==> config.mk <==
export PLATFORM = sky130hd
export DESIGN_NAME = idct_1d
export DESIGN_NICKNAME = d
export VERILOG_FILES = /design/src/rtl/idct_pkg.sv /design/src/rtl/idct_row.sv /design/src/rtl/idct_1d.sv
export SDC_FILE = /design/constraint.sdc
export NUM_CORES = 2
export LEC_CHECK = 0
export BUFFER_PORTS_ARGS = -buffer_cell sky130_fd_sc_hd__buf_2
export CORE_AREA = 2 2 289 291
export CTS_CLUSTER_DIAMETER = 80
export DETAILED_ROUTE_END_ITERATION = 8
export DIE_AREA = 0 0 291 293
export PLACE_DENSITY = 0.87
export SYNTH_ARGS = -nofsm -noshare
export SYNTH_HDL_FRONTEND = slang
export SYNTH_HIERARCHICAL = 1
export SYNTH_SLANG_ARGS = --single-unit
==> constraint.sdc <==
create_clock -name clk -period 9.65 [get_ports clk]
set_clock_uncertainty 0.2 [all_clocks]
set_input_delay 0.965 -clock clk [delete_from_list [all_inputs] [get_ports clk]]
set_output_delay 0.965 -clock clk [all_outputs]
set_load 0.01 [all_outputs]
==> src/rtl/idct_pkg.sv <==
// -----------------------------------------------------------------------------
// idct_pkg
// Shared constants for the integer inverse DCT row pass:
//   - HEVC 4-point and 8-point integer basis tables, T[n][k] = basis n at
//     sample position k, stored as 8-bit signed values
//   - get_coef(): basis lookup selected by transform size
//   - rounding shift constants for the first and second pass
//   - FSM state encoding for the top level
// -----------------------------------------------------------------------------
package idct_pkg;

    localparam int SHIFT_PASS0      = 32'sd7;
    localparam int SHIFT_PASS1_BASE = 32'sd20;

    localparam logic signed [7:0] T4 [4][4] = '{
        '{ 8'sd64,  8'sd64,  8'sd64,  8'sd64},
        '{ 8'sd83,  8'sd36, -8'sd36, -8'sd83},
        '{ 8'sd64, -8'sd64, -8'sd64,  8'sd64},
        '{ 8'sd36, -8'sd83,  8'sd83, -8'sd36}
    };

    localparam logic signed [7:0] T8 [8][8] = '{
        '{ 8'sd64,  8'sd64,  8'sd64,  8'sd64,  8'sd64,  8'sd64,  8'sd64,  8'sd64},
        '{ 8'sd89,  8'sd75,  8'sd50,  8'sd18, -8'sd18, -8'sd50, -8'sd75, -8'sd89},
        '{ 8'sd83,  8'sd36, -8'sd36, -8'sd83, -8'sd83, -8'sd36,  8'sd36,  8'sd83},
        '{ 8'sd75, -8'sd18, -8'sd89, -8'sd50,  8'sd50,  8'sd89,  8'sd18, -8'sd75},
        '{ 8'sd64, -8'sd64, -8'sd64,  8'sd64,  8'sd64, -8'sd64, -8'sd64,  8'sd64},
        '{ 8'sd50, -8'sd89,  8'sd18,  8'sd75, -8'sd75, -8'sd18,  8'sd89, -8'sd50},
        '{ 8'sd36, -8'sd83,  8'sd83, -8'sd36, -8'sd36,  8'sd83, -8'sd83,  8'sd36},
        '{ 8'sd18, -8'sd50,  8'sd75, -8'sd89,  8'sd89, -8'sd75,  8'sd50, -8'sd18}
    };

    typedef enum logic [1:0] {
        ST_IDLE = 2'd0,
        ST_BUSY = 2'd1,
        ST_DONE = 2'd2
    } state_e;

    // Basis value of frequency n at position k for an n_size-point transform.
    function automatic logic signed [7:0] get_coef(input int n_size, input int n, input int k);
        logic signed [7:0] c;
        if (n_size == 32'sd8) begin
            c = T8[n[2:0]][k[2:0]];
        end else begin
            c = T4[n[1:0]][k[1:0]];
        end
        return c;
    endfunction

endpackage

==> src/rtl/idct_row.sv <==
// -----------------------------------------------------------------------------
// idct_row
// Purely combinational N-point inverse transform of one coefficient row:
//   y_row[k] = clip16((sum_n T[n][k] * x_row[n] + 2^(S-1)) >>> S)
// Parameters: N (4 or 8), S (rounding shift).
// Ports:
//   x_row  in  16-bit signed x N : frequency coefficients
//   y_row  out 16-bit signed x N : spatial samples, rounded and saturated
// -----------------------------------------------------------------------------
module idct_row #(
    parameter int N = 4,
    parameter int S = 7
) (
    input  logic signed [15:0] x_row [N],
    output logic signed [15:0] y_row [N]
);
    import idct_pkg::*;

    localparam logic signed [31:0] RND = 32'sd1 <<< (S - 32'sd1);

    logic signed [31:0] acc_s [N];
    logic signed [31:0] shf_s [N];

    // Multiply-accumulate, round, floor-shift and saturate every output position.
    always_comb begin
        for (int k = 0; k < N; k++) begin
            acc_s[k] = 32'sd0;
            for (int n = 0; n < N; n++) begin
                acc_s[k] = acc_s[k] + 32'(x_row[n]) * 32'(get_coef(N, n, k));
            end
            shf_s[k] = (acc_s[k] + RND) >>> S;
            if (shf_s[k] > 32'sd32767) begin
                y_row[k] = 16'sh7fff;
            end else if (shf_s[k] < -32'sd32768) begin
                y_row[k] = 16'sh8000;
            end else begin
                y_row[k] = shf_s[k][15:0];
            end
        end
    end

endmodule

==> src/rtl/idct_1d.sv <==
// -----------------------------------------------------------------------------
// idct_1d
// Row pass of a separable integer inverse DCT. On an accepted start the whole
// N x N coefficient block is captured, then one row per clock is transformed
// into the registered output block; done pulses once after the last row.
// Parameters: N (4 or 8), BIT_DEPTH (second-pass shift), PASS (0 or 1).
// Ports:
//   clk    in  : clock, rising edge
//   reset  in  : asynchronous, active-low reset
//   start  in  : run request, only honoured in IDLE
//   x      in  : 16-bit signed coefficients x[row][freq]
//   y      out : 16-bit signed registered samples y[row][pos]
//   done   out : one-cycle completion pulse, registered
// -----------------------------------------------------------------------------
module idct_1d #(
    parameter int N         = 4,
    parameter int BIT_DEPTH = 8,
    parameter int PASS      = 0
) (
    input  logic               clk,
    input  logic               reset,
    input  logic               start,
    input  logic signed [15:0] x [N][N],
    output logic signed [15:0] y [N][N],
    output logic               done
);
    import idct_pkg::*;

    if ((N != 32'sd4) && (N != 32'sd8)) begin : g_bad_n
        $error("idct_1d: N must be 4 or 8");
    end

    localparam int S  = (PASS == 32'sd0) ? SHIFT_PASS0 : (SHIFT_PASS1_BASE - BIT_DEPTH);
    localparam int RW = $clog2(N);
    localparam logic [RW-1:0] LAST_ROW = RW'(N - 32'sd1);

    state_e                 state_r;
    state_e                 state_nxt_s;
    logic [RW-1:0]          row_r;
    logic signed [15:0]     x_cap_r [N][N];
    logic signed [15:0]     x_sel_s [N];
    logic signed [15:0]     y_row_s [N];
    logic                   cap_s;
    logic                   wr_s;
    logic                   fin_s;

    // State register.
    always_ff @(posedge clk or negedge reset) begin
        if (!reset) begin
            state_r <= ST_IDLE;
        end else begin
            state_r <= state_nxt_s;
        end
    end

    // Next-state logic; start outside IDLE is dropped, not queued.
    always_comb begin
        state_nxt_s = state_r;
        case (state_r)
            ST_IDLE: begin
                if (start) begin
                    state_nxt_s = ST_BUSY;
                end else begin
                    state_nxt_s = ST_IDLE;
                end
            end
            ST_BUSY: begin
                if (row_r == LAST_ROW) begin
                    state_nxt_s = ST_DONE;
                end else begin
                    state_nxt_s = ST_BUSY;
                end
            end
            ST_DONE: state_nxt_s = ST_IDLE;
            default: state_nxt_s = ST_IDLE;
        endcase
    end

    // Per-state control strobes for the datapath.
    always_comb begin
        cap_s = 1'b0;
        wr_s  = 1'b0;
        fin_s = 1'b0;
        case (state_r)
            ST_IDLE: cap_s = start;
            ST_BUSY: wr_s  = 1'b1;
            ST_DONE: fin_s = 1'b1;
            default: begin
                cap_s = 1'b0;
                wr_s  = 1'b0;
                fin_s = 1'b0;
            end
        endcase
    end

    // Select the captured row currently being transformed.
    always_comb begin
        for (int n = 0; n < N; n++) begin
            x_sel_s[n] = x_cap_r[row_r][n];
        end
    end

    idct_row #(.N(N), .S(S)) u_row (
        .x_row (x_sel_s),
        .y_row (y_row_s)
    );

    // Input capture, row counter, output block and the done pulse.
    // done is driven from the DONE state one edge later, so it is high exactly
    // while the complete block has been stable for at least one cycle.
    always_ff @(posedge clk or negedge reset) begin
        if (!reset) begin
            done  <= 1'b0;
            row_r <= {RW{1'b0}};
            for (int r = 0; r < N; r++) begin
                for (int c = 0; c < N; c++) begin
                    x_cap_r[r][c] <= 16'sd0;
                    y[r][c]       <= 16'sd0;
                end
            end
        end else begin
            done <= fin_s;
            if (cap_s) begin
                row_r <= {RW{1'b0}};
                for (int r = 0; r < N; r++) begin
                    for (int c = 0; c < N; c++) begin
                        x_cap_r[r][c] <= x[r][c];
                    end
                end
            end else if (wr_s) begin
                for (int c = 0; c < N; c++) begin
                    y[row_r][c] <= y_row_s[c];
                end
                if (row_r == LAST_ROW) begin
                    row_r <= {RW{1'b0}};
                end else begin
                    row_r <= row_r + {{(RW-1){1'b0}}, 1'b1};
                end
            end
        end
    end

endmodule

# After elaboration in Yosys (flattened, before gate mapping)
# Cells that the tools add are included.
# totals
inputBits,259
out_inout_bits,257
reg_bits,517
# op_classes
n_reduce_logical,4
mux,32
n_lt_le_gt_ge,10
n_addsub,18
bitwise_logic,2
multipliers,8
eq_ne,3
# ops
cell,count
256-bit bitwise mux,4
64-bit demux with 2-bit select,4
32-bit adder,6
64-bit 2-to-1 mux,3
16-bit 2-to-1 mux,9
"32-bit by 8-bit adder with 32-bit output, second input constant",4
64-bit binary-select mux with 2-bit select,1
"25-bit by 16-bit greater-than comparator with 1-bit output, second input constant",4
"25-bit by 16-bit < comparator with 1-bit output, second input constant",4
"16-bit by 8-bit multiplier with 24-bit output, second input constant",4
"16-bit by 5-bit multiplier with 21-bit output, second input constant",4
32-bit by 22-bit adder with 32-bit output,2
22-bit by 24-bit adder with 25-bit output,2
22-bit by 23-bit adder with 24-bit output,2
48-bit 2-to-1 mux,1
32-bit 2-to-1 mux,1
16-bit negator with 26-bit output,1
2-bit 2-to-1 mux,4
"2-bit == test, second input constant",2
1-bit 2-to-1 mux,4
2-bit case mux with 2 select lines,1
"3-bit greater-or-equal comparator, second input constant",1
"3-bit by 1-bit < comparator with 1-bit output, second input constant",1
2-bit inverter with 3-bit output,1
7 further kinds,7

# Longest topological paths before layout
# depth
ltp_word,16
depth_mapped,45
depth_no_buf,41

# By module
# The synthesis kept the hierarchy.
# by_module_without_submodules
module,cells_each,seq_area_each_um2,area_per_inst_um2,n_inst
idct_row,2636,0.0,23981.8,1
idct_1d,1220,12937.4,20951.3,1

# Worst setup path after synthesis
# No wires, ideal clock.
# synth_path
kind,register to register
start,register row_r[0]
end,register y[135] (netlist bit)
period_less_slack_ps,10346
path_stages_with_launch,39
path_buffers,3
arrival_time_ps,10022
setup_slack_ps,-696
setup_ps,125
cell_sequence,dfrtp_1 > clkbuf_1 > buf_4 > mux4_2 > inv_1 > ha_1 > fa_1 > inv_1 > fa_1 > inv_1 > ha_1 > a21oi_1 > nor2b_1 > o21a_1 > o41ai_1 > o21ai_0 > or4_1 > a31oi_1 > [... 3 more ...] > fa_1 > fa_1 > inv_1 > fa_1 > inv_1 > fa_1 > inv_1 > ha_1 > a21oi_1 > o21ai_0 > a31oi_1 > o21ai_0 > or3b_2 > o22ai_1 > a31oi_1 > buf_2 > a21o_1 > mux2_2
# synth_lines
item,line_no,source
start: declaration,idct_1d.sv:39,logic [RW-1:0] row_r;
start signal: assignment,idct_1d.sv:114,row_r <= {RW{1'b0}};
start signal: assignment,idct_1d.sv:124,row_r <= {RW{1'b0}};
start signal: assignment,idct_1d.sv:135,row_r <= {RW{1'b0}};
end signal: indexed assignment,idct_1d.sv:132,y[row_r][c] <= y_row_s[c];
end: declaration,idct_1d.sv:24,"output logic signed [15:0] y [N][N],"

==> metrics <==
run status finished, violations left; failing checks setup timing; Yosys top cell area share 0.288; Final setup viols 236; Cell Area, Placed 0.0515 mm²; Yosys cell types 74; number of top-level pins 516; fraction of the mapped netlist area in compound gates 0.0505; start point of the critical path row_r[0]$_DFFE_PN0P_; Synth Area in Adders 0.342; x dimension of the die 291 µm; DRT iter0 DRCs 3019; first-pass GRT wire length 214000 µm; mean area per synthesized cell 11.7 µm²; busiest layer in global routing met2; global-route track usage on met1 0.399; Layout Cell Area excl Fill 0.0555 mm²; startpoint type of the worst setup path register; worst reg-to-reg setup slack -1080 ps; Synth Instances 3856; clock buffers created by TritonCTS 54; number of nets still failing antenna checks after routing 0; cell types occupying the most area after synthesis sky130_fd_sc_hd__dfrtp_1, sky130_fd_sc_hd__fa_1, sky130_fd_sc_hd__ha_1; most common cell after layout, fill and taps aside sky130_fd_sc_hd__inv_1; Slew HR 0.170; Reg-to-Reg Start row_r[0]$_DFFE_PN0P_; fraction of registers with async set or reset after synthesis 1.00; number of antenna violations at the first check in global routing 23; Detailed Routing Iterations Pass 1 6; met3 track demand over resource 0.0821; FMAX 93.2 MHz; row count 105; Reg2Reg Capture Point y[212]$_DFFE_PN0P_; warnings from Yosys 6; dominant combinational cell family by area after synthesis adder cells; slew at the pin closest to its max-slew limit 1230 ps; Clk Latency, worst-skew pair 680 ps; Placer Congestion 0.998; Final Routed Wirelength 150000 µm; Slowest Stage Delay on Critical Path 760 ps; arrival time reported for the critical path endpoint 11040 ps; Final Max Slew Viols 0; post-synthesis net count 5066; fraction of synthesized area in multiplexers 0.162; Die ar. 0.0853 mm²; final critical-path setup slack -1080 ps; global-route usage over all layers 0.330; required arrival time at the worst endpoint 9960 ps; half-perimeter wire length of the detailed placement result 106000 µm; setup repair after global routing missed its margin true; number of violations of the max-capacitance limit 0; layout cell share with drive strength beyond 1 0.388; final number of hold-violating endpoints 0; post-route DRC violation count 0; buffer cell driving the clock tree root sky130_fd_sc_hd__clkbuf_16; endpoint type of the worst setup path register; area fraction in and, or, nand and nor cells after synthesis 0.0341; Port-buffer cells 515; via count of the first global-routing pass 36800; Min Clock Period, post-route 10730 ps; CTS sink count 517; total number of H-tree levels 2; commonest non-fill, non-tap cells in the layout sky130_fd_sc_hd__inv_1, sky130_fd_sc_hd__dfrtp_1, sky130_fd_sc_hd__buf_2, sky130_fd_sc_hd__mux2_2, sky130_fd_sc_hd__fa_1; count of flip-flops with a built-in enable after synthesis 0; Initial Util 0.549; final layout net count 6010; pre-CTS WS -686 ps; clock-pin slew of the registers on the worst-case setup and hold paths 80 ps; Fill cells 5179; classification of the worst setup path register to register; largest net degree at the start of global routing 183; DR WL/cell 25.2 µm; CP most frequent cell sky130_fd_sc_hd__buf_4; via total after detailed routing 35000; Seq/Total Area, Yosys 0.288; core outline area 0.0818 mm²; die outline height 293 µm; part of the cycle the worst path needs 1.11; area leader, netlist sky130_fd_sc_hd__dfrtp_1; netlist area before placement 0.0449 mm²; met2 global-route usage 0.540; depth of the worst register-to-register path 46; Crit-path slowest cell sky130_fd_sc_hd__fa_1; largest fanout of any net on the critical path 7; per-cell via count in the routed design 5.89; maximum buffer depth of the clock tree 3; overflow left after global routing 0; most frequently used flop master after synthesis sky130_fd_sc_hd__dfrtp_1; Post-Synth XOR/XNOR Area 0.0365; kind of path behind the tightest hold check primary input to async pin; Synth-to-Final Area Change 23.6%; TritonCTS clock tree done; Synth Register Bits 517
worst max path at each step:
stage | depth (start not counted) | slack, ps | to
after floorplan | 38 | 5 | y[5]$_DFFE_PN0P_
after global placement | 37 | -410 | y[0]$_DFFE_PN0P_
after detailed placement | 41 | -690 | y[17]$_DFFE_PN0P_
after CTS | 39 | -360 | y[7]$_DFFE_PN0P_
after global routing | 46 | -1200 | y[212]$_DFFE_PN0P_
final | 46 | -1080 | y[212]$_DFFE_PN0P_
worst max-delay path, delay by kind of cell, from the launching register on:
kind | cells | cell delay (ps)
AOI/OAI and AO/OA | 17 | 2820
adders and majority gates | 10 | 3990
buffers and inverters | 13 | 1660
DFF | 1 | 520
muxes | 2 | 800
and+or+nand+nor | 4 | 510
Yosys cell counts, types with 4 or more instances:
master                       n
sky130_fd_sc_hd__inv_1     880
sky130_fd_sc_hd__dfrtp_1   517
sky130_fd_sc_hd__mux2_2    499
sky130_fd_sc_hd__ha_1      491
sky130_fd_sc_hd__fa_1      460
sky130_fd_sc_hd__xnor2_1   131
sky130_fd_sc_hd__nor2_1     86
sky130_fd_sc_hd__a21oi_1    80
sky130_fd_sc_hd__o21ai_0    74
sky130_fd_sc_hd__a21o_1     71
sky130_fd_sc_hd__nand2_1    66
sky130_fd_sc_hd__mux4_2     64
sky130_fd_sc_hd__xor2_1     56
sky130_fd_sc_hd__buf_2      32
sky130_fd_sc_hd__nor2b_1    29
sky130_fd_sc_hd__buf_6      25
sky130_fd_sc_hd__mux2i_1    23
sky130_fd_sc_hd__nor3_1     22
sky130_fd_sc_hd__nand3_1    21
sky130_fd_sc_hd__o21a_1     18
sky130_fd_sc_hd__clkbuf_1   16
sky130_fd_sc_hd__nand2b_1   15
sky130_fd_sc_hd__and2_1     11
sky130_fd_sc_hd__buf_4      11
sky130_fd_sc_hd__o21bai_1   10
sky130_fd_sc_hd__a31oi_1     8
sky130_fd_sc_hd__and3_1      8
sky130_fd_sc_hd__o31ai_1     8
sky130_fd_sc_hd__or3_1       8
sky130_fd_sc_hd__a211oi_1    7
sky130_fd_sc_hd__o41ai_1     7
sky130_fd_sc_hd__a21boi_0    6
sky130_fd_sc_hd__a31o_2      6
sky130_fd_sc_hd__a41oi_1     6
sky130_fd_sc_hd__buf_1       6
sky130_fd_sc_hd__nand3b_1    6
sky130_fd_sc_hd__o21ai_1     6
sky130_fd_sc_hd__nor4_1      5
sky130_fd_sc_hd__and4_1      4
sky130_fd_sc_hd__nand4_1     4
sky130_fd_sc_hd__o22ai_1     4
layer usage:
metal | wire [µm] | vias up
li1 | - | 14500
met1 | 52800 | 17500
met2 | 68800 | 2264
met3 | 16200 | 771
met4 | 11700 | 7
met5 | 101 | -
cell families (layout without fill, tap and decap cells):
group	after synthesis	in the layout
AOI/OAI and AO/OA	342	343
xor gates and xnor gates	187	187
adders and majority gates	951	951
buffers and inverters	971	1957
DFF	517	517
muxes	586	586
other	0	26
and+or+nand+nor	302	302
metrics by stage:
stage | hold WS (ps) | utilization | setup TNS, ps | instances
5_1_grt | 309 | 0.679 | -175580 | 5934
3_3_place_gp | 281 | 0.630 | -62480 | 5743
6_report | 241 | 0.679 | -120460 | 5939
2_1_floorplan | 275 | - | 0 | 3856
4_1_cts | 286 | 0.671 | -19230 | 5904
3_5_place_dp | 288 | 0.630 | -99480 | 5743
area by class of cell:
cell class | count | area [µm²] | share of cell area
multi-input cells | 2369 | 29600 | 0.534
flip-flops and latches | 517 | 12900 | 0.233
repair buffers | 977 | 6290 | 0.113
inverters | 881 | 3310 | 0.0597
clock buffers | 73 | 1530 | 0.0276
well taps | 1070 | 1340 | 0.0241
clock inverters | 26 | 418 | 0.00752
diodes | 26 | 65.1 | 0.00117
timing repair:
action                     in CTS  in global routing
pin swaps                     104                 33
resized for setup             204                110
gates cloned                    2                  0
buffers inserted               63                 12
hold buffers                    0                  0
setup endpoints to repair     220                252
state kept, by name (all words and copies together) (netlist names):
signal,cells
x_cap_r,256
y,256
row_r,2
state_r,2
done,1
Power is not shown: default switching activity piles up to over one toggle a cycle in this logic, so the estimate is an artifact.
